File: src/rtl/fb_pixel_if.sv
// fb_pixel_if: pixel handshake between the rasteriser core (master) and the frame-buffer writer (slave).
interface fb_pixel_if #(
    parameter int ADDR_W  = 19,
    parameter int COLOR_W = 16
);
    logic               data_ready;
    logic [ADDR_W-1:0]  address;
    logic [COLOR_W-1:0] color;
    logic               frame_target;
    logic               shape_done;
    logic               data_sent;
    logic               shape_committed;
    modport master (
        output data_ready, address, color, frame_target, shape_done,
        input  data_sent, shape_committed
    );
    modport slave (
        input  data_ready, address, color, frame_target, shape_done,
        output data_sent, shape_committed
    );
endinterface

File: src/rtl/fb_pixel_writer.sv
// fb_pixel_writer: accepts pixels from the core, bounds-checks them and commits each to
// frame-buffer SRAM with a fixed-length write strobe, reporting shape completion upstream.
module fb_pixel_writer #(
    parameter int ADDR_W    = 19,
    parameter int COLOR_W   = 16,
    parameter int FB_PIXELS = 307200,
    parameter int WR_CYCLES = 2
) (
    input  logic               clk,
    input  logic               rst,
    fb_pixel_if.slave          px,
    output logic               sram_wr_en,
    output logic [ADDR_W:0]    sram_addr,
    output logic [COLOR_W-1:0] sram_data,
    output logic               err_oob,
    output logic [19:0]        pixel_count
);
    typedef enum logic [1:0] {IDLE, WRITE, ACK} state_e;
    localparam logic [3:0] CNT_INIT = 4'(WR_CYCLES - 1);
    state_e             state_q, state_d;
    logic [3:0]         cnt_q, cnt_d;
    logic               sram_wr_en_q, sram_wr_en_d;
    logic [ADDR_W:0]    sram_addr_q, sram_addr_d;
    logic [COLOR_W-1:0] sram_data_q, sram_data_d;
    logic               data_sent_q, data_sent_d;
    logic               shape_committed_q, shape_committed_d;
    logic               pending_q, pending_d;
    logic               err_oob_q, err_oob_d;
    logic [19:0]        pixel_count_q, pixel_count_d;
    logic               in_range;
    assign in_range = 32'(px.address) < FB_PIXELS;
    always_comb begin
        state_d           = state_q;
        cnt_d             = cnt_q;
        sram_wr_en_d      = sram_wr_en_q;
        sram_addr_d       = sram_addr_q;
        sram_data_d       = sram_data_q;
        data_sent_d       = 1'b0;
        shape_committed_d = 1'b0;
        pending_d         = pending_q | px.shape_done;
        err_oob_d         = err_oob_q;
        pixel_count_d     = pixel_count_q;
        case (state_q)
            IDLE: begin
                if (px.data_ready) begin
                    sram_addr_d  = {px.frame_target, px.address};
                    sram_data_d  = px.color;
                    cnt_d        = CNT_INIT;
                    sram_wr_en_d = in_range;
                    data_sent_d  = !in_range;
                    err_oob_d    = err_oob_q | !in_range;
                    state_d      = in_range ? WRITE : ACK;
                end else if (pending_q) begin
                    // a shape_done arriving now merges into this commit
                    shape_committed_d = 1'b1;
                    pending_d         = 1'b0;
                end
            end
            WRITE: begin
                if (cnt_q == 4'd0) begin
                    sram_wr_en_d  = 1'b0;
                    data_sent_d   = 1'b1;
                    pixel_count_d = pixel_count_q + {19'd0, ~&pixel_count_q};
                    state_d       = ACK;
                end else begin
                    cnt_d = cnt_q - 4'd1;
                end
            end
            default: state_d = IDLE;
        endcase
    end
    always_ff @(posedge clk) begin
        if (rst) begin
            state_q           <= IDLE;
            cnt_q             <= '0;
            sram_wr_en_q      <= 1'b0;
            sram_addr_q       <= '0;
            sram_data_q       <= '0;
            data_sent_q       <= 1'b0;
            shape_committed_q <= 1'b0;
            pending_q         <= 1'b0;
            err_oob_q         <= 1'b0;
            pixel_count_q     <= '0;
        end else begin
            state_q           <= state_d;
            cnt_q             <= cnt_d;
            sram_wr_en_q      <= sram_wr_en_d;
            sram_addr_q       <= sram_addr_d;
            sram_data_q       <= sram_data_d;
            data_sent_q       <= data_sent_d;
            shape_committed_q <= shape_committed_d;
            pending_q         <= pending_d;
            err_oob_q         <= err_oob_d;
            pixel_count_q     <= pixel_count_d;
        end
    end
    assign sram_wr_en         = sram_wr_en_q;
    assign sram_addr          = sram_addr_q;
    assign sram_data          = sram_data_q;
    assign px.data_sent       = data_sent_q;
    assign px.shape_committed = shape_committed_q;
    assign err_oob            = err_oob_q;
    assign pixel_count        = pixel_count_q;
endmodule

File: src/flat_wrapper.sv
// flat-port wrapper written by rule: the top's interface ports become plain ports
module fb_pixel_writer_flat 
#(
    parameter int ADDR_W    = 19,
    parameter int COLOR_W   = 16,
    parameter int FB_PIXELS = 307200,
    parameter int WR_CYCLES = 2
)
  (clk, rst, sram_wr_en, sram_addr, sram_data, err_oob, pixel_count, px_data_ready, px_address, px_color, px_frame_target, px_shape_done, px_data_sent, px_shape_committed);
  fb_pixel_if #(.ADDR_W(ADDR_W), .COLOR_W(COLOR_W)) px_i ();
  input  logic clk;
  input  logic rst;
  output logic sram_wr_en;
  output logic [ADDR_W:0] sram_addr;
  output logic [COLOR_W-1:0] sram_data;
  output logic err_oob;
  output logic [19:0] pixel_count;
  input wire logic [$bits(px_i.data_ready)-1:0] px_data_ready;
  input wire logic [$bits(px_i.address)-1:0] px_address;
  input wire logic [$bits(px_i.color)-1:0] px_color;
  input wire logic [$bits(px_i.frame_target)-1:0] px_frame_target;
  input wire logic [$bits(px_i.shape_done)-1:0] px_shape_done;
  output wire logic [$bits(px_i.data_sent)-1:0] px_data_sent;
  output wire logic [$bits(px_i.shape_committed)-1:0] px_shape_committed;
  assign px_i.data_ready = px_data_ready;
  assign px_i.address = px_address;
  assign px_i.color = px_color;
  assign px_i.frame_target = px_frame_target;
  assign px_i.shape_done = px_shape_done;
  assign px_data_sent = px_i.data_sent;
  assign px_shape_committed = px_i.shape_committed;
  fb_pixel_writer #(.ADDR_W(ADDR_W), .COLOR_W(COLOR_W), .FB_PIXELS(FB_PIXELS), .WR_CYCLES(WR_CYCLES)) u_core (.clk(clk), .rst(rst), .px(px_i), .sram_wr_en(sram_wr_en), .sram_addr(sram_addr), .sram_data(sram_data), .err_oob(err_oob), .pixel_count(pixel_count));
endmodule
File: config.mk
export PLATFORM = sky130hd
export DESIGN_NAME = fb_pixel_writer_flat
export DESIGN_NICKNAME = d
export VERILOG_FILES = /design/src/rtl/fb_pixel_if.sv /design/src/rtl/fb_pixel_writer.sv /design/src/flat_wrapper.sv
export SDC_FILE = /design/constraint.sdc
export NUM_CORES = 1
export LEC_CHECK = 0
export CAP_MARGIN = 20
export CORE_ASPECT_RATIO = 0.5
export CORE_MARGIN = 1
export CORE_UTILIZATION = 47
export CTS_CLUSTER_DIAMETER = 80
export CTS_CLUSTER_SIZE = 8
export DETAILED_ROUTE_END_ITERATION = 16
export PLACE_DENSITY = 0.82
export SYNTH_ARGS = -nofsm -noshare
export SYNTH_HDL_FRONTEND = slang
export SYNTH_SLANG_ARGS = --single-unit
export TNS_END_PERCENT = 10
File: constraint.sdc
create_clock -name clk -period 6.2 [get_ports clk]
set_clock_uncertainty 0.1 [all_clocks]
set_input_delay 1.24 -clock clk [delete_from_list [all_inputs] [get_ports clk]]
set_output_delay 1.24 -clock clk [all_outputs]
set_load 0.01 [all_outputs]
==> results.txt <==
----------------------------------------------------
[Finish]
  Synthesis-to-layout area growth ... 50.7%
  Filler Cells Inserted ... 375
  Most frequent standard cell in the layout excluding fill and tap cells ... sky130_fd_sc_hd__clkdlybuf4s50_1
  Ratio of cells with drive above 1 in the final layout ... 0.0714
  Finished Cell Area ... 4030 um^2
  Highest-count cells in the layout ignoring fill and taps ... sky130_fd_sc_hd__clkdlybuf4s50_1 (98), sky130_fd_sc_hd__nand2_1 (83), sky130_fd_sc_hd__dfxtp_1 (67)
  Net total in the final layout ... 459
  Storage element area ... 1340 um^2
  Number of inserted diodes ... 0
  Area of combinational cells with multiple inputs ... 1250 um^2

[Drt]
  Average wire per cell in the routed design ... 14.3 um
  Count of unresolved DRC violations after routing ... 0
  Initial detailed-routing violation count ... 164
  Total via count in the routed design ... 2575
  Via density per instance ... 5.26
  Residual antenna-violating net count after detailed routing ... 0
  First drt pass iteration count ... 4
  Routed wire length ... 7010 um

[Power and ir drop]
  Leakage ... 1.43 nW
  Largest voltage drop on the vdd net ... 0.192 mV
  P_int ... 882 uW
  Total power divided by cell area ... 287 nW/um^2
  Clk network pwr share ... 0.472
  Overall Power ... 1.16 mW
  Switching share of total power ... 0.238
  Flop pwr share ... 0.403
  Switching component of the power ... 276 uW
  Fraction of power consumed by combinational cells ... 0.124

[Worst setup path]
  Largest fanout of any net on the critical path ... 37
  Arrival @ worst endpoint ... 2.95 ns
  Max stage delay cell, worst path ... sky130_fd_sc_hd__or3b_2
  Worst Setup Start Kind ... primary input
  CP Class ... primary input to register
  Delay of the slowest cell on the worst path ... 0.77 ns
  Bufs and invs on worst path ... 1
  CP delay by family, top ... simple AND/OR/NAND/NOR gates
  Cell-by-cell listing of the critical path ... clkdlybuf4s50_1 -> or3b_2 -> nand2_1 -> mux2_2 -> nor2_1
  CP endpoint kind ... register
  Data required, critical path ... 6.31 ns

[Floorplan]
  Floorplan Core Area ... 5200 um^2
  I/O pin total ... 100
  Overall die height ... 55.4 um
  Width of the die ... 109 um
  FP Rows ... 18
  Floorplan die area ... 6020 um^2
  Starting Density ... 0.515

[Timing]
  Peak clock frequency supported by timing ... 0.353 GHz
  Worst setup slack after layout ... 3.36 ns
  Max-slew headroom ... 0.469
  Count of final setup violators ... 0
  RSZ-0062 raised after global routing ... no
  Total Neg Setup Slack ... 0 ns
  Transition time of the tightest slew-check pin ... 0.795 ns
  Count of endpoints failing hold in the final timing report ... 0
  Number of max-slew violations in the final report ... 0
  Post-Route Hold Slack ... 0.353 ns
  Post-route fraction of the period consumed by the critical path ... 0.457
  Min cycle time layout ... 2.84 ns

[GRT]
  Gr usage total ... 0.238
  Largest net degree at the start of global routing ... 66
  Vias in the first global route ... 2452
  GR Overflow Total ... 0
  Antenna violations before repair ... 0
  Wire length of the first global-routing pass ... 11000 um

[Yosys]
  Yosys warning count ... 0
  Portion of the post-synthesis area used by sequential elements ... 0.501
  Post-synthesis average cell area ... 8.34 um^2
  Mapped Nets ... 365
  Mapped cell area ... 2680 um^2
  Synth unique cells ... 38
  Gate count of the mapped netlist ... 321
  Yosys reg bits ... 67

[Clock network]
  Clk root buf ... sky130_fd_sc_hd__clkbuf_16
  Number of buffers added for setup after CTS ... 0
  Post-CTS sizing ... 0
  Number of buffers inserted by hold repair at cts ... 0
  Register clock-pin slew on the reported worst setup and hold paths ... 0.06 ns
  Number of buffers on the longest clock path ... 2
  Depth of the CTS H-tree ... 3
  CTS tree ... built
  Number of sinks driven by the clock tree ... 67
  Number of buffers created by CTS ... 9
  Worst-skew pair later-pin latency ... 0.33 ns

[Placement]
  Placed cell area ... 3690 um^2
  HPWL after detailed placement ... 4550 um
  Post-Place Worst Slack ... 3.09 ns
  Global placer's final weighted congestion ... 0.717
  Buffers added on ports ... 99

[Status]
  Status ... finished, final reports clean

[Worst hold path]
  Type of the tightest min-delay check ... register to register

[Job]
  MaxCap Viol Count ... 0

----------------------------------------------------
[cell type report]
| cell class | instances | area share |
|---|---|---|
| clock inverters | 7 | 0.0251 |
| repair buffers | 101 | 0.251 |
| inverters | 5 | 0.00465 |
| well taps | 70 | 0.0217 |
| multi-input cells | 231 | 0.309 |
| flip-flops and latches | 67 | 0.333 |
| clock buffers | 9 | 0.0558 |
[power groups by stage]
stage               combinational [mW]  clock, mW  sequential [mW]
finish                           0.144      0.547            0.467
global route                     0.156      0.574            0.469
CTS                              0.143      0.555            0.467
detailed placement               0.141          0            0.475
global placement                 0.137          0            0.474
floorplan                       0.0575          0            0.482
[synthesized netlist by cell type]
library cell	number	area, um^2
sky130_fd_sc_hd__or4_1	3	22.5
sky130_fd_sc_hd__and3_1	2	12.5
sky130_fd_sc_hd__nand3_2	1	10.0
sky130_fd_sc_hd__dfxtp_1	67	1340
sky130_fd_sc_hd__o21ai_0	9	45.0
sky130_fd_sc_hd__nand4b_1	1	8.76
sky130_fd_sc_hd__and4_1	3	26.3
sky130_fd_sc_hd__o31ai_1	3	22.5
sky130_fd_sc_hd__nor3b_2	1	12.5
sky130_fd_sc_hd__nor2b_1	1	6.26
sky130_fd_sc_hd__or3_1	6	37.5
sky130_fd_sc_hd__a21o_1	1	7.51
sky130_fd_sc_hd__nand4_1	7	43.8
sky130_fd_sc_hd__nand4bb_4	1	27.5
sky130_fd_sc_hd__o21a_1	2	15.0
sky130_fd_sc_hd__clkbuf_1	15	56.3
sky130_fd_sc_hd__or3b_2	2	17.5
sky130_fd_sc_hd__nor2_1	11	41.3
sky130_fd_sc_hd__nand2_1	83	312
sky130_fd_sc_hd__a21oi_1	51	255
sky130_fd_sc_hd__a211oi_1	5	37.5
sky130_fd_sc_hd__buf_2	1	5.00
sky130_fd_sc_hd__nor3b_1	1	7.51
sky130_fd_sc_hd__buf_1	1	3.75
sky130_fd_sc_hd__nor3_1	6	30.0
sky130_fd_sc_hd__mux2_2	1	11.3
sky130_fd_sc_hd__or2_2	1	6.26
sky130_fd_sc_hd__nor4_1	2	12.5
sky130_fd_sc_hd__nand3_1	9	45.0
sky130_fd_sc_hd__inv_1	5	18.8
sky130_fd_sc_hd__buf_6	1	11.3
sky130_fd_sc_hd__xor2_1	7	61.3
sky130_fd_sc_hd__or3_4	1	11.3
sky130_fd_sc_hd__xnor2_1	1	8.76
sky130_fd_sc_hd__or3_2	2	15.0
sky130_fd_sc_hd__and2_1	2	12.5
sky130_fd_sc_hd__ha_1	4	50.1
sky130_fd_sc_hd__o31a_1	1	8.76
[logic make-up after synthesis]
group / count (synthesis) / synth area share
simple gates: 146 / 0.268
compound gates: 72 / 0.146
flops: 67 / 0.501
buf+inv: 23 / 0.0355
xor+xnor: 8 / 0.0262
fa+ha+maj: 4 / 0.0187
mux: 1 / 0.00421
[path summary, 6_finish.rpt]
kind	slack, ns	from	depth (start not counted)	endpoint
hold / removal	0.35	u_core.sram_addr[10]	2	u_core.sram_addr[10]
setup / recovery	3.36	px_data_ready	5	u_core.cnt_q[1]
hold reg to reg	0.35	u_core.sram_addr[10]	2	u_core.sram_addr[10]
setup reg to reg	3.43	u_core.pixel_count[6]	10	u_core.pixel_count[16]
[worst reg2reg max path, stage by stage (launching register included)]
cell	delay, ns
sky130_fd_sc_hd__dfxtp_1	0.34
sky130_fd_sc_hd__and3_1	0.27
sky130_fd_sc_hd__nand3_1	0.28
sky130_fd_sc_hd__nor2_1	0.09
sky130_fd_sc_hd__nand4_1	0.10
sky130_fd_sc_hd__ha_1	0.22
sky130_fd_sc_hd__ha_1	0.20
sky130_fd_sc_hd__and4_1	0.26
sky130_fd_sc_hd__nand3_2	0.20
sky130_fd_sc_hd__or4_1	0.50
sky130_fd_sc_hd__a21oi_1	0.14
[flip-flops by register name (all words and copies together), names as in the netlist, 2 cells and up]
register and count:
u_core.cnt_q 4, u_core.sram_data 16, u_core.state_q 2, u_core.sram_addr 20, u_core.pixel_count 20
[per-layer routing]
layer | part of all wire | global-route usage
met1 | 0.41 | 0.246
met5 | 0 | 0
met4 | 0.017 | 0.0985
met3 | 0.051 | 0.0850
met2 | 0.52 | 0.433
[stage by stage]
| stage | utilization | instances |
|---|---|---|
| after CTS | 0.772 | 489 |
| after floorplan | - | 321 |
| after global placement | 0.709 | 473 |
| after detailed placement | 0.709 | 473 |
| after global routing | 0.775 | 490 |
| final | 0.775 | 490 |
(Power assumes the default switching activity.)
